### src/rtl/gb_cpu_nibble_alu.sv
// gb_cpu_nibble_alu: nibble-serial ALU for the CPU execute stage.
// Operands are processed 4 bits per cycle through a registered carry chain.
// The result and Z/N/H/C flags are returned through a valid/ready handshake.
// Optional feature macro: GB_CPU_ALU_DAA_EN (adds DAA as op 8 plus the
// daa_n_in/daa_h_in ports). When it is undefined, op 8 is illegal.
//
// state  | meaning
// -------+-------------------------------------------------------------
// IDLE   | in_ready=1, waiting for a request
// CALC   | one nibble per cycle, LSB first, for NIBBLES cycles
// DONE   | out_valid=1, result/flags held until out_ready

module gb_cpu_nibble_alu #(
  parameter int WIDTH = 8
) (
  input  logic             clk,
  input  logic             reset,
  input  logic             in_valid,
  output logic             in_ready,
  input  logic [3:0]       op,
  input  logic [WIDTH-1:0] operand_a,
  input  logic [WIDTH-1:0] operand_b,
  input  logic             carry_in,
`ifdef GB_CPU_ALU_DAA_EN
  input  logic             daa_n_in,
  input  logic             daa_h_in,
`endif
  output logic             out_valid,
  input  logic             out_ready,
  output logic [WIDTH-1:0] result,
  output logic             flag_z,
  output logic             flag_n,
  output logic             flag_h,
  output logic             flag_c,
  output logic             op_illegal
);

  localparam int NIBBLES = WIDTH / 4;
  localparam int CW      = $clog2(NIBBLES);

  localparam logic [3:0] OP_ADD = 4'd0;
  localparam logic [3:0] OP_ADC = 4'd1;
  localparam logic [3:0] OP_SUB = 4'd2;
  localparam logic [3:0] OP_SBC = 4'd3;
  localparam logic [3:0] OP_AND = 4'd4;
  localparam logic [3:0] OP_XOR = 4'd5;
  localparam logic [3:0] OP_OR  = 4'd6;
  localparam logic [3:0] OP_CP  = 4'd7;
`ifdef GB_CPU_ALU_DAA_EN
  localparam logic [3:0] OP_DAA = 4'd8;
`endif

  typedef enum logic [1:0] {S_IDLE, S_CALC, S_DONE} state_t;

  state_t state_q, state_d;

  logic [3:0]       op_q;
  logic [WIDTH-1:0] a_q, b_q;
  logic [WIDTH-5:0] acc_q;     // result nibbles collected so far, shifted in from the top
  logic [CW-1:0]    cnt_q;     // nibbles remaining minus one
  logic             carry_q;
  logic             h_q;       // raw carry out of nibble NIBBLES-2
  logic             carry_init;

  logic [CW-1:0]    k_idx;
  logic             is_sub;
  logic [3:0]       a_nib, b_nib, b_add, nib_out;
  logic [4:0]       sum5;
  logic [WIDTH-1:0] full;

  logic [WIDTH-1:0] fin_result;
  logic             fin_z, fin_n, fin_h, fin_c, fin_ill;

`ifdef GB_CPU_ALU_DAA_EN
  logic             cin_q, daa_n_q, daa_h_q;
  logic [7:0]       daa_adj, daa_r8;
  logic [WIDTH-1:0] daa_res;
  logic             daa_c;
`endif

  assign in_ready  = (state_q == S_IDLE);
  assign out_valid = (state_q == S_DONE);

  // State register.
  always_ff @(posedge clk) begin
    if (reset) state_q <= S_IDLE;
    else       state_q <= state_d;
  end

  // Next-state logic: accept, count nibbles down to terminal count, hand off.
  always_comb begin
    state_d = state_q;
    case (state_q)
      S_IDLE: if (in_valid)            state_d = S_CALC;
      S_CALC: if (cnt_q == '0)         state_d = S_DONE;
      S_DONE: if (out_ready)           state_d = S_IDLE;
      default:                         state_d = S_IDLE;
    endcase
  end

  // Initial carry of the chain: subtraction is a + ~b + cin'.
  always_comb begin
    carry_init = 1'b0;
    case (op)
      OP_ADC:        carry_init = carry_in;
      OP_SUB, OP_CP: carry_init = 1'b1;
      OP_SBC:        carry_init = ~carry_in;
      default:       carry_init = 1'b0;
    endcase
  end

  // One nibble of the carry chain / logic op for the current CALC cycle.
  always_comb begin
    k_idx   = CW'(NIBBLES - 1) - cnt_q;
    is_sub  = (op_q == OP_SUB) || (op_q == OP_SBC) || (op_q == OP_CP);
    a_nib   = 4'(a_q >> {k_idx, 2'b00});
    b_nib   = 4'(b_q >> {k_idx, 2'b00});
    b_add   = is_sub ? ~b_nib : b_nib;
    sum5    = {1'b0, a_nib} + {1'b0, b_add} + {4'b0000, carry_q};
    case (op_q)
      OP_AND:  nib_out = a_nib & b_nib;
      OP_XOR:  nib_out = a_nib ^ b_nib;
      OP_OR:   nib_out = a_nib | b_nib;
      default: nib_out = sum5[3:0];
    endcase
    full = {nib_out, acc_q};
  end

`ifdef GB_CPU_ALU_DAA_EN
  // Decimal adjust of the low byte; upper bits pass through.
  always_comb begin
    daa_adj = 8'h00;
    daa_c   = cin_q;
    daa_r8  = a_q[7:0];
    if (!daa_n_q) begin
      daa_c = 1'b0;
      if (cin_q || (a_q[7:0] > 8'h99)) begin
        daa_adj[7:4] = 4'h6;
        daa_c        = 1'b1;
      end
      if (daa_h_q || (a_q[3:0] > 4'h9)) daa_adj[3:0] = 4'h6;
      daa_r8 = a_q[7:0] + daa_adj;
    end else begin
      if (cin_q)   daa_adj[7:4] = 4'h6;
      if (daa_h_q) daa_adj[3:0] = 4'h6;
      daa_r8 = a_q[7:0] - daa_adj;
    end
    daa_res      = a_q;
    daa_res[7:0] = daa_r8;
  end
`endif

  // Final result and flags, taken on the last CALC cycle.
  always_comb begin
    fin_result = full;
    fin_z      = (full == '0);
    fin_n      = 1'b0;
    fin_h      = 1'b0;
    fin_c      = 1'b0;
    fin_ill    = 1'b0;
    case (op_q)
      OP_ADD, OP_ADC: begin
        fin_h = h_q;
        fin_c = sum5[4];
      end
      OP_SUB, OP_SBC: begin
        fin_n = 1'b1;
        fin_h = ~h_q;
        fin_c = ~sum5[4];
      end
      OP_CP: begin
        fin_result = a_q;
        fin_n      = 1'b1;
        fin_h      = ~h_q;
        fin_c      = ~sum5[4];
      end
      OP_AND: fin_h = 1'b1;
      OP_XOR, OP_OR: ;
`ifdef GB_CPU_ALU_DAA_EN
      OP_DAA: begin
        fin_result = daa_res;
        fin_z      = (daa_res == '0);
        fin_n      = daa_n_q;
        fin_c      = daa_c;
      end
`endif
      default: begin
        fin_result = a_q;
        fin_z      = 1'b0;
        fin_ill    = 1'b1;
      end
    endcase
  end

  // Operand latch, nibble chain registers and output registers.
  always_ff @(posedge clk) begin
    if (reset) begin
      op_q       <= '0;
      a_q        <= '0;
      b_q        <= '0;
      acc_q      <= '0;
      cnt_q      <= '0;
      carry_q    <= 1'b0;
      h_q        <= 1'b0;
      result     <= '0;
      flag_z     <= 1'b0;
      flag_n     <= 1'b0;
      flag_h     <= 1'b0;
      flag_c     <= 1'b0;
      op_illegal <= 1'b0;
`ifdef GB_CPU_ALU_DAA_EN
      cin_q      <= 1'b0;
      daa_n_q    <= 1'b0;
      daa_h_q    <= 1'b0;
`endif
    end else begin
      case (state_q)
        S_IDLE: if (in_valid) begin
          op_q    <= op;
          a_q     <= operand_a;
          b_q     <= operand_b;
          cnt_q   <= CW'(NIBBLES - 1);
          carry_q <= carry_init;
          h_q     <= 1'b0;
`ifdef GB_CPU_ALU_DAA_EN
          cin_q   <= carry_in;
          daa_n_q <= daa_n_in;
          daa_h_q <= daa_h_in;
`endif
        end
        S_CALC: begin
          acc_q   <= (WIDTH-4)'(full >> 4);
          carry_q <= sum5[4];
          if (cnt_q == CW'(1)) h_q <= sum5[4];
          if (cnt_q == '0) begin
            result     <= fin_result;
            flag_z     <= fin_z;
            flag_n     <= fin_n;
            flag_h     <= fin_h;
            flag_c     <= fin_c;
            op_illegal <= fin_ill;
          end else begin
            cnt_q <= cnt_q - CW'(1);
          end
        end
        default: ;
      endcase
    end
  end

endmodule

### config.mk
export PLATFORM = sky130hd
export DESIGN_NAME = gb_cpu_nibble_alu
export DESIGN_NICKNAME = d
export VERILOG_FILES = /design/src/rtl/gb_cpu_nibble_alu.sv
export SDC_FILE = /design/constraint.sdc
export NUM_CORES = 1
export LEC_CHECK = 0
export CORE_AREA = 10 10 73 75
export CTS_BUF_LIST = sky130_fd_sc_hd__clkbuf_16
export DETAILED_ROUTE_END_ITERATION = 8
export DIE_AREA = 0 0 83 85
export DONT_BUFFER_PORTS = 1
export HOLD_SLACK_MARGIN = 0.08
export PLACE_DENSITY = 0.73
export SYNTH_ARGS = -nofsm -noshare
export SYNTH_HDL_FRONTEND = slang
export SYNTH_SLANG_ARGS = --single-unit
export TNS_END_PERCENT = 30
### constraint.sdc
create_clock -name clk -period 6 [get_ports clk]
set_input_delay 1.2 -clock clk [delete_from_list [all_inputs] [get_ports clk]]
set_output_delay 1.2 -clock clk [all_outputs]
set_load 0.01 [all_outputs]
==> flow_metrics.py, run 1 <==
metrics = {
    "routing": {
        "dr.pass1.iters": 4,
        "initialDrtViolationCount": 97,
        "ant_nets": 0,
        "vias_per_cell": 5.58,
        "drc": 0,
        "wl_per_cell_um": 16.0,
        "finalWirelength_um": 4990,
        "num_vias": 1741,
    },
    "timing": {
        "worst_pin_slew_ps": 733,
        "setup_slack_ps": 2860,
        "fin_crit_sh_pct": 52.4,
        "setup_viol_count_final": 0,
        "fin_tns_setup_ps": 0,
        "maxSlewViolCount": 0,
        "worst_clock_skew_ps": 4.54,
        "whs_ps": 448,
        "hold_viol": 0,
        "fmax_ghz": 0.318,
        "slew_headroom_pct": 51.0,
        "rsz0062_at_grt": "no",
        "layout_min_cycle_time_ps": 3140,
    },
    "setup_path": {
        "required_ps": 6200,
        "setup.worst_path.start_class": "register",
        "path_class": "register to register",
        "crit_fanout": 19,
        "arrival_ps": 3340,
        "crit_path_end_kind": "register",
    },
    "cells_and_area": {
        "design_area_mm2": 0.00239,
        "stdcell_count": 312,
        "antenna-diode-count": 0,
        "num-nets-final": 299,
        "area_growth_pct": 5.99,
        "drive_above_1_share_pct": 4.96,
    },
    "clock_network": {
        "clk_path_buf_depth": 2,
        "post-cts-setup-buffers": 0,
        "postCtsResizedCells": 0,
        "cts_hold_buf": 0,
        "clkLatencyLatePin_ps": 280,
        "cts_buffers": 5,
        "clkSinkCount": 42,
        "clk_pin_slew_ps": 60,
        "cts_tree": "built",
        "htree_levels": 2,
        "root_buffer": "clkbuf_16",
    },
    "placed_design": {
        "post-dp-hpwl_um": 3650,
        "dp.cells": 304,
        "placedInstanceArea_mm2": 0.00223,
        "port_buffers": 0,
        "place_congestion": 0.885,
        "dp_slack_ps": 2910,
    },
    "floorplanning": {
        "rows": 23,
        "start_util_pct": 57.6,
        "die_w_um": 83,
        "die_area_mm2": 0.00706,
        "die_h_um": 85,
        "core_area_mm2": 0.00391,
        "io_pins": 40,
    },
    "grt": {
        "grt_pass1_vias": 1741,
        "grt_pass1_wl_um": 8450,
        "antenna_found_initial": 0,
        "overflow": 0,
        "grt_max_degree": 44,
        "globalRouteTotalUtil_pct": 14.2,
    },
    "synthesis": {
        "synth-edff-count": 0,
        "seq_area_frac_synth_pct": 37.3,
        "synth_area_leaders": "dfxtp_1 (37%), nand2_1 (8.8%), mux2i_1 (7.5%)",
        "synth.ff_latch_count": 42,
        "syn_avg_cell_area_um2": 8.35,
        "syn_inst": 270,
        "synth_top_area_share_pct": 37.3,
        "ys.flop_type": "dfxtp_1",
        "syn_area_mm2": 0.00225,
        "yosys.area.top_type": "dfxtp_1",
        "synthArstFlopShare_pct": 0,
        "ys_types": 43,
        "ys_warn_count": 0,
        "syn-num-nets": 308,
    },
    "pwr": {
        "leakagePower_nw": 1.03,
        "ir_drop_uv": 196,
        "powerDensity_mw_per_mm2": 310,
    },
    "run_status": {
        "outcome": "finished, final reports clean",
    },
    "flow_run": {
        "cap_violations": 0,
    },
    "min_path": {
        "hold_class": "register to register",
    },
}
==> power by group <==
part	leakage (nW)	internal, mW	total [mW]	switching, mW
Combinational	0.598	0.0520	0.118	0.0658
Clock	0.0864	0.193	0.298	0.105
Sequential	0.344	0.299	0.325	0.0260
==> cells in the mapped netlist (all sizes together) (6+ instances only) <==
cell and n:
nand2 53, clkbuf 10, ha 11, nor2 22, a211oi 9, nand2b 6, inv 10, dfxtp 42
buf 7, a21oi 32, mux2i 17, a21o 6
==> through the flow <==
step | utilization [%] | total power [mW]
2_1_floorplan | - | 0.430
3_3_place_gp | 56.9 | 0.446
3_5_place_dp | 56.9 | 0.449
4_1_cts | 61.1 | 0.745
5_1_grt | 61.1 | 0.775
6_report | 61.1 | 0.741
==> flip-flops by register name, summed over array words and instances (netlist names) <==
name	flops
a_q	8
acc_q	4
b_q	8
carry_q	1
cnt_q	1
flag_c	1
flag_h	1
flag_n	1
flag_z	1
h_q	1
op_illegal	1
op_q	4
result	8
state_q	2
==> layout by cell type (no fill, tap or decap), drive strengths merged, types with 2 or more instances in the layout <==
cell type	synthesis	final
nor2b	4	4
nand2b	6	6
ha	11	11
a31oi	2	2
nor4	2	2
o21ai	3	3
mux2	2	2
inv	10	12
mux2i	17	17
nand2	53	53
xnor2	5	5
dfxtp	42	42
a21o	6	6
nand3b	5	5
nor2	22	22
a211oi	9	9
o31ai	3	3
and2	4	4
fa	2	2
a21oi	32	32
clkbuf	10	5
nor3	3	3
==> logic make-up (layout without fill, tap and decap cells) <==
kind of cell               Yosys count  after routing  synth area share [%]
adders and majority gates           13             13                  7.88
AOI/OAI and AO/OA                   62             62                  17.6
xor gates and xnor gates             5              5                  1.94
DFF                                 42             42                  37.3
muxes                               19             19                  8.71
buffers and inverters               27             19                  5.99
and+or+nand+nor                    102            102                  20.5
==> worst paths after layout <==
path                               from      to  slack (ps)  cells after the start
worst max-delay path            op_q[1]  flag_c        2860                     10
worst min register to register   b_q[2]  b_q[2]         450                      2
worst min-delay path             b_q[2]  b_q[2]         450                      2
worst max register to register  op_q[1]  flag_c        2860                     10
==> routing by layer <==
metal	vias up	share of wire (%)	GRT usage, %
li1	900	-	-
met1	801	48	17.8
met2	35	44	22.1
met3	5	6.5	5.54
met4	0	1.2	4.18
met5	-	0	0
==> layout make-up <==
type | count | area [um^2]
Timing Repair Buffer | 1 | 7.51
Fill cell | 353 | 1520
Clock inverter | 3 | 37.5
Clock buffer | 5 | 125
Sequential cell | 42 | 841
Inverter | 10 | 37.5
Tap cell | 50 | 62.6
Multi-Input combinational cell | 201 | 1280
==> worst max-delay path, cell delays in order (launching register included) <==
cell and delay [ps]:
dfxtp_1 700, o21ai_1 200, nor2_2 330, xnor2_1 140, fa_1 440, fa_1 430
a21o_1 200, a21o_1 220, o31ai_1 80, o21ai_1 100, a211oi_1 230
Power figures use the tool's default switching activity.
==> run 2, diff against run 1 <==
clock period = 2.9 ns   (was 6 ns; I/O delays follow)
==> run 2 against run 1 <==
Against the previous run: non-clock buffer count up 6; register-to-register slack worse by 2600 ps; sequential cell count unchanged; worst hold slack worse by 91 ps; sequential power up 100%; critical path type unchanged; largest power group unchanged.
==> flow_metrics.py, run 2 (synthesized netlist as in run 1, its figures left out) <==
metrics = {
    "timing": {
        "slew_headroom_pct": 51.3,
        "hold_viol": 0,
        "layout_min_cycle_time_ps": 2650,
        "fmax_ghz": 0.377,
        "worst_pin_slew_ps": 729,
        "fin_tns_setup_ps": 0,
        "rsz0062_at_grt": "no",
        "setup_viol_count_final": 0,
        "worst_clock_skew_ps": 5.74,
        "fin_crit_sh_pct": 91.5,
        "maxSlewViolCount": 0,
    },
    "placed_design": {
        "post-dp-hpwl_um": 3780,
        "dp.cells": 310,
        "place_congestion": 0.919,
        "port_buffers": 0,
        "placedInstanceArea_mm2": 0.00227,
    },
    "routing": {
        "num_vias": 1794,
        "vias_per_cell": 5.64,
        "initialDrtViolationCount": 106,
        "ant_nets": 0,
        "dr.pass1.iters": 4,
        "finalWirelength_um": 5130,
        "wl_per_cell_um": 16.1,
        "drc": 0,
    },
    "clock_network": {
        "cts_hold_buf": 0,
        "clk_pin_slew_ps": 60,
        "clkLatencyLatePin_ps": 290,
        "root_buffer": "clkbuf_16",
        "cts_tree": "built",
        "cts_buffers": 5,
        "htree_levels": 2,
        "clk_path_buf_depth": 2,
        "clkSinkCount": 42,
    },
    "cells_and_area": {
        "stdcell_count": 318,
        "layout_commonest_cell": "nand2_1",
        "drive_above_1_share_pct": 7.84,
        "area_growth_pct": 7.33,
        "final_cell_mix": "nand2_1 (53), dfxtp_1 (41), a21oi_1 (31), nor2_1 (21), mux2i_1 (16)",
        "antenna-diode-count": 0,
        "final_util_pct": 61.8,
        "reg.largest.list": "a_q: 8 flops, b_q: 8 flops, result: 8 flops",
        "design_area_mm2": 0.00242,
        "num-nets-final": 305,
    },
    "pwr": {
        "total_power_mw": 1.46,
        "leakagePower_nw": 1.05,
        "ir_drop_uv": 345,
        "powerDensity_mw_per_mm2": 605,
    },
    "grt": {
        "overflow": 0,
        "grt_pass1_vias": 1782,
        "globalRouteTotalUtil_pct": 14.8,
        "antenna_found_initial": 0,
        "grt_pass1_wl_um": 8790,
        "grt_max_degree": 44,
    },
    "floorplanning": {
        "die_h_um": 85,
        "start_util_pct": 57.6,
        "core_area_mm2": 0.00391,
        "io_pins": 40,
        "die_w_um": 83,
        "die_area_mm2": 0.00706,
        "rows": 23,
    },
    "setup_path": {
        "crit_path_end_kind": "register",
        "r2r-start": "op_q[2]",
        "startpoint": "op_q[2]",
        "path_class": "register to register",
        "crit_fanout": 6,
        "required_ps": 3100,
        "r2r_slack_ps": 250,
        "setup.worst_path.start_class": "register",
        "reg2reg_depth": 11,
        "arrival_ps": 2860,
    },
    "run_status": {
        "outcome": "finished, final reports clean",
    },
    "min_path": {
        "hold_depth": 1,
        "hold_class": "primary input to register",
        "hp-start": "reset",
    },
    "flow_run": {
        "cap_violations": 0,
    },
}
## run 2: critical path, cell delays in order, from the launching register on
cell and delay, ps:
dfxtp_1 330, inv_1 60, o21ai_1 250, nor2_4 110
xnor2_1 150, fa_1 430, fa_1 430, a21o_1 190
a21o_1 210, o31ai_1 80, o21ai_1 100, a211oi_1 230
## run 2: layout make-up
class,instances,area (um^2)
Inverter,10,37.5
Timing Repair Buffer,7,52.6
Tap cell,50,62.6
Clock buffer,5,125
Fill cell,363,1490
Clock inverter,3,12.5
Multi-Input combinational cell,201,1290
Sequential cell,42,842
## run 2: path summary, 6_finish.rpt
kind                               end
worst max register to register  flag_c
worst min-delay path             cnt_q
worst min register to register  b_q[6]
worst max-delay path            flag_c
## run 2: metal layers
| metal | track usage [%] | wire [um] | vias to the layer above |
|---|---|---|---|
| met3 | 4.78 | 363 | 9 |
| met5 | 0 | 0 | - |
| met4 | 6.97 | 89 | 0 |
| li1 | - | - | 911 |
| met2 | 21.9 | 2310 | 51 |
| met1 | 19.1 | 2370 | 823 |
## run 2: repair_timing
action,4_1_cts,5_1_grt
resized for setup,0,3
endpoints found under the setup margin,0,2
buffers inserted,0,0
## run 2: metrics by stage
| step | worst slack (ps) | hold slack (ps) |
|---|---|---|
| 2_1_floorplan | 279 | 436 |
| 3_3_place_gp | 327 | 437 |
| 3_5_place_dp | 204 | 440 |
| 4_1_cts | 165 | 354 |
| 5_1_grt | 52.4 | 350 |
| 6_report | 246 | 356 |
## run 2: power breakdown
group	total, mW	internal [mW]	switching, mW
clock network	0.535	0.311	0.224
logic	0.273	0.116	0.157
registers	0.656	0.619	0.0376
